==> src/rtl/seq_pattern_tx.sv <==
// Serial pattern transmitter: shifts a latched pattern out MSB-first with repeat count and idle gaps.
// Optional even-parity bit per frame when SEQ_TX_PARITY_EN is defined.
module seq_pattern_tx #(
    parameter int PAT_W = 4,
    parameter int LEN_W = 3,
    parameter int REP_W = 4,
    parameter int GAP_W = 4
) (
    input  logic             clk,
    input  logic             rst,
    input  logic             en,
    input  logic             start,
    input  logic [PAT_W-1:0] pattern,
    input  logic [LEN_W-1:0] pat_len,
    input  logic [REP_W-1:0] reps,
    input  logic [GAP_W-1:0] gap,
    output logic             x,
    output logic             x_valid,
    output logic             busy,
    output logic             done,
    output logic [2:0]       dbg_state
);

    // Handshake: start is sampled only while busy=0; busy stays high until the
    // cycle after the single-cycle done pulse, when start is accepted again.
    typedef enum logic [2:0] {
        S_IDLE = 3'd0,
        S_SEND = 3'd1,
        S_GAP  = 3'd2,
        S_DONE = 3'd3
`ifdef SEQ_TX_PARITY_EN
        , S_PAR = 3'd4
`endif
    } state_t;

    state_t             state, state_n;
    logic [LEN_W-1:0]   idx, idx_n;
    logic [LEN_W-1:0]   len_q, len_n;
    logic [REP_W-1:0]   frames_left, frames_n;
    logic [GAP_W-1:0]   gap_cnt, gcnt_n;
    logic [GAP_W-1:0]   gap_q, gap_n;
    logic [PAT_W-1:0]   pat_q, pat_n;
    logic [LEN_W-1:0]   len_clamp;
    logic               frame_end;
    logic               x_n;

`ifdef SEQ_TX_PARITY_EN
    function automatic logic even_parity(input logic [PAT_W-1:0] p, input logic [LEN_W-1:0] l);
        logic r;
        r = 1'b0;
        for (int i = 0; i < PAT_W; i++) begin
            if (LEN_W'(i) < l) r = r ^ p[i];
        end
        return r;
    endfunction
`endif

    assign len_clamp = (pat_len == '0 || pat_len > LEN_W'(PAT_W)) ? LEN_W'(PAT_W) : pat_len;
    assign dbg_state = state;

    always_comb begin
        state_n   = state;
        idx_n     = idx;
        len_n     = len_q;
        frames_n  = frames_left;
        gcnt_n    = gap_cnt;
        gap_n     = gap_q;
        pat_n     = pat_q;
        frame_end = 1'b0;
        case (state)
            S_IDLE: begin
                if (start) begin
                    pat_n    = pattern;
                    len_n    = len_clamp;
                    frames_n = (reps == '0) ? REP_W'(1) : reps;
                    gap_n    = gap;
                    idx_n    = len_clamp - LEN_W'(1);
                    state_n  = S_SEND;
                end
            end
            S_SEND: begin
                if (en) begin
                    if (idx != '0) begin
                        idx_n = idx - LEN_W'(1);
                    end else begin
`ifdef SEQ_TX_PARITY_EN
                        state_n = S_PAR;
`else
                        frame_end = 1'b1;
`endif
                    end
                end
            end
`ifdef SEQ_TX_PARITY_EN
            S_PAR: begin
                if (en) frame_end = 1'b1;
            end
`endif
            S_GAP: begin
                if (en) begin
                    if (gap_cnt <= GAP_W'(1)) begin
                        state_n = S_SEND;
                        idx_n   = len_q - LEN_W'(1);
                    end else begin
                        gcnt_n = gap_cnt - GAP_W'(1);
                    end
                end
            end
            S_DONE: state_n = S_IDLE;
            default: state_n = S_IDLE;
        endcase

        // Shared end-of-frame decision for the plain and parity frame formats.
        if (frame_end) begin
            frames_n = frames_left - REP_W'(1);
            if (frames_left > REP_W'(1)) begin
                if (gap_q != '0) begin
                    state_n = S_GAP;
                    gcnt_n  = gap_q;
                end else begin
                    state_n = S_SEND;
                    idx_n   = len_q - LEN_W'(1);
                end
            end else begin
                state_n = S_DONE;
            end
        end

        x_n = 1'b0;
        if (state_n == S_SEND) x_n = |(pat_n & (PAT_W'(1) << idx_n));
`ifdef SEQ_TX_PARITY_EN
        if (state_n == S_PAR) x_n = even_parity(pat_n, len_n);
`endif
    end

    // Outputs are registered from the next state so they line up with it.
    always_ff @(posedge clk or posedge rst) begin
        if (rst) begin
            state       <= S_IDLE;
            idx         <= '0;
            len_q       <= '0;
            frames_left <= '0;
            gap_cnt     <= '0;
            gap_q       <= '0;
            pat_q       <= '0;
            x           <= 1'b0;
            x_valid     <= 1'b0;
            busy        <= 1'b0;
            done        <= 1'b0;
        end else begin
            state       <= state_n;
            idx         <= idx_n;
            len_q       <= len_n;
            frames_left <= frames_n;
            gap_cnt     <= gcnt_n;
            gap_q       <= gap_n;
            pat_q       <= pat_n;
            x           <= x_n;
`ifdef SEQ_TX_PARITY_EN
            x_valid     <= (state_n == S_SEND) || (state_n == S_PAR);
`else
            x_valid     <= (state_n == S_SEND);
`endif
            busy        <= (state_n != S_IDLE);
            done        <= (state_n == S_DONE);
        end
    end

endmodule

==> config.mk <==
export PLATFORM = sky130hd
export DESIGN_NAME = seq_pattern_tx
export DESIGN_NICKNAME = d
export VERILOG_FILES = /design/src/rtl/seq_pattern_tx.sv
export SDC_FILE = /design/constraint.sdc
export NUM_CORES = 1
export LEC_CHECK = 0
export BUFFER_PORTS_ARGS = -buffer_cell sky130_fd_sc_hd__buf_2
export CAP_MARGIN = 30
export CORE_MARGIN = 5
export CORE_UTILIZATION = 56
export CTS_CLUSTER_SIZE = 8
export DETAILED_ROUTE_END_ITERATION = 10
export GPL_TIMING_DRIVEN = 1
export PLACE_DENSITY = 0.81
export SKIP_LAST_GASP = 1
export SLEW_MARGIN = 20
export SYNTH_ARGS = -nofsm -noshare
export SYNTH_HDL_FRONTEND = slang
export SYNTH_SLANG_ARGS = --single-unit
==> constraint.sdc <==
create_clock -name clk -period 1.9 [get_ports clk]
set_input_delay 0 -clock clk [delete_from_list [all_inputs] [get_ports clk]]
set_output_delay 0 -clock clk [all_outputs]
set_load 0.005 [all_outputs]
==> flow_summary.toml <==
[sta]
finalCriticalPeriod_ns = 2.01
whs_ns = 0.0162
skew_ns = 0.00998
fmaxAchievable_ghz = 0.497
setup_viol = 1
grt_setup_unrepaired = "yes"
min_period_over_period_pct = 106
finalHoldViolCount = 0
fin_ws_ns = -0.112
slew_violations = 0

[global_route]
grt_pass1_wl_um = 7600
grt_pass1_vias = 1604
grt_overflow_total = 0
grt_max_degree = 30
grt_antenna_before_repair = 0
grt_usage_pct = 23.5

[pwr]
power_density_nw_per_um2 = 1080
p_total_mw = 2.52
combPwrFrac_pct = 46.3
irDropWorstVdd_uv = 605
switching_share_pct = 41.2
power.internal_mw = 1.48
p_switching_mw = 1.04
power.share.clock_pct = 14.8
p_leak_nw = 1.12
p_seq_share_pct = 38.9

[critical_path]
cp-start-kind = "flip-flop"
critPathRequiredTime_ns = 2.13
cp-end-kind = "flip-flop"
r2r-end = "x"
cp_max_fo = 3
worstRegToRegCells = 9
crit_arrival_ns = 2.24
ff2ff_setup_slack_ns = -0.11
r2r-start = "idx[0]"
critPathKind = "flip-flop to flip-flop"

[status]
status = "finished, violations left"
violations = "negative setup slack"

[flow_run]
max_cap_violations = 0

[logic_synthesis]
yosysSeqAreaShare_pct = 43.0
avgSynthCellArea_um2 = 9.32
synthArstFlopShare_pct = 100
synth.distinct_cells = 47
synthCells = 181
synth_area_leader_cell = "dfrtp_1"
synth_top_area_share_pct = 43.0
ys_ff_latch = 29
synth_area_leaders = "dfrtp_1 (43%), nand2_1 (9.3%), ha_1 (6.7%)"
synth_warnings = 0
ys.flop_type = "dfrtp_1"
synth_edf_count = 0
synth_nets = 209
synth_area_um2 = 1690

[place]
dp_hpwl_um = 2900
placed_cells_incl_taps = 247
gp_congestion = 0.881
io_buffers = 25

[die]
initial_utilization_pct = 56.6
die_y_um = 64.9
rows = 20
core-area_um2 = 2980
io_pins = 26
die_w_um = 64.9
dieArea_um2 = 4210

[cts]
cts_buffer_depth = 2
insertion_delay_ns = 0.34
cts_tree = "built"
clkSinkCount = 29
htreeDepth = 2
path_clk_slew_ns = 0.10
cts_buffers = 5
cts_root_buf = "clkbuf_4"

[detailed_routing]
drtIter0Drc = 149
route.detailed.drc = 0
antenna_left = 0
routedWlPerCell_um = 17.0
avgViaCountPerCell = 5.67
first_pass_iters = 4
vias = 1564
drt-total-wl_um = 4680

[layout]
stdcell_count = 276
drive_gt1_share_pct = 35.8
area_growth_pct = 38.4
antenna_cells = 0
final_net_count = 270
post-route-util_pct = 78.4

[hold_path]
hp-start = "pat_len[0]"
min_path_type = "input pin to flip-flop"
whs_path_depth = 3
hold_end = "len_q[0]"
synthesized netlist by cell type, types with 2 or more instances:
library cell / n
o211ai_1: 2
a21o_1: 2
nor4_1: 4
a22o_1: 2
and2_1: 2
inv_1: 17
xnor2_1: 2
nand2b_1: 2
nand3b_1: 2
ha_1: 9
buf_2: 2
dfrtp_1: 29
o21ai_0: 7
mux2i_1: 6
o22ai_1: 3
nand3_1: 3
a21oi_1: 3
or2_2: 2
nor2_1: 9
nor3_1: 3
nand2_1: 42
xor2_1: 3
metal layers:
metal,vias to the layer above,part of all wire (%),GRT usage [%]
li1,739,-,-
met1,752,39,28.0
met2,55,52,40.5
met3,18,5.2,4.51
met4,0,3.6,11.3
met5,-,0,0
power groups by stage:
stage | combinational, mW | clock [mW] | sequential [mW]
floorplan | 0.588 | 0 | 0.908
detailed placement | 0.828 | 0 | 0.945
global route | 1.28 | 0.408 | 0.997
global placement | 0.769 | 0 | 0.933
CTS | 0.961 | 0.378 | 0.938
finish | 1.17 | 0.373 | 0.977
logic make-up after synthesis:
family | after synthesis | share of synthesized area, %
multiplexers | 6 | 3.56
buffers and inverters | 21 | 5.27
AND/OR/NAND/NOR | 79 | 23.2
flip-flops | 29 | 43.0
XOR/XNOR | 5 | 2.60
other | 1 | 0.222
adder cells (fa/ha/maj) | 9 | 6.68
AO/OA/AOI/OAI | 31 | 15.4
final cells by class:
cell class,instances,area (um2)
well taps,33,41.3
flip-flops and latches,29,729
clock inverters,3,17.5
inverters,17,63.8
clock buffers,5,37.5
repair buffers,58,415
fillers,198,644
multi-input cells,131,1030
worst max-delay path, stage by stage (launching register included):
cell and delay, ns:
dfrtp_1 0.38, inv_2 0.07, ha_4 0.16, inv_1 0.08, o21ai_1 0.13, a211oi_1 0.34
o2bb2ai_1 0.16, a22oi_2 0.23, mux2i_1 0.25, o22ai_1 0.10
placed cells by master, fill, tap and decap left out, types with 3 or more instances in the layout:
cell type	count
ha_1	4
nor2_1	6
dfrtp_2	3
clkbuf_4	5
inv_1	12
mux2i_1	6
inv_2	5
o22ai_1	3
dlygate4sd3_1	14
dfrtp_1	26
buf_2	25
nor2_4	3
ha_4	3
o21ai_0	7
xor2_1	3
buf_4	17
a21oi_1	3
nand2_1	42
nand3_1	3
flip-flops by register name, summed over array words and instances (netlist names):
| signal | cells |
|---|---|
| dbg_state | 3 |
| gap_q | 4 |
| gap_cnt | 4 |
| busy | 1 |
| frames_left | 4 |
| len_q | 3 |
| idx | 3 |
| pat_q | 4 |
| done | 1 |
| x | 1 |
| x_valid | 1 |
timing repair:
action / 4_1_cts / 5_1_grt
endpoints found under the setup margin: 1 / 1
buffers inserted: 5 / 2
endpoints found under the hold margin: 41 / 0
gates cloned: 0 / 0
gates resized for setup: 9 / 28
pin swaps: 2 / 4
hold buffers: 14 / 0
worst max path at each step:
stage | slack, ns | depth (start not counted) | startpoint | endpoint
floorplan | 0.12 | 9 | idx[0] | x
global placement | 0.05 | 10 | pat_len[0] | x
detailed placement | -0.12 | 9 | gap_cnt[0] | x
CTS | 0.0009 | 9 | gap_cnt[1] | x
global route | -0.12 | 9 | idx[1] | x
finish | -0.11 | 9 | idx[0] | x
stage by stage:
step | setup TNS [ns] | area [um2] | setup WS, ns
6_report | -0.112 | 2330 | -0.112
4_1_cts | 0 | 2200 | 0.000913
5_1_grt | -0.118 | 2330 | -0.118
3_3_place_gp | 0 | 1920 | 0.0473
2_1_floorplan | 0 | 1690 | 0.116
3_5_place_dp | -0.117 | 1920 | -0.117
(Power assumes the default switching activity.)
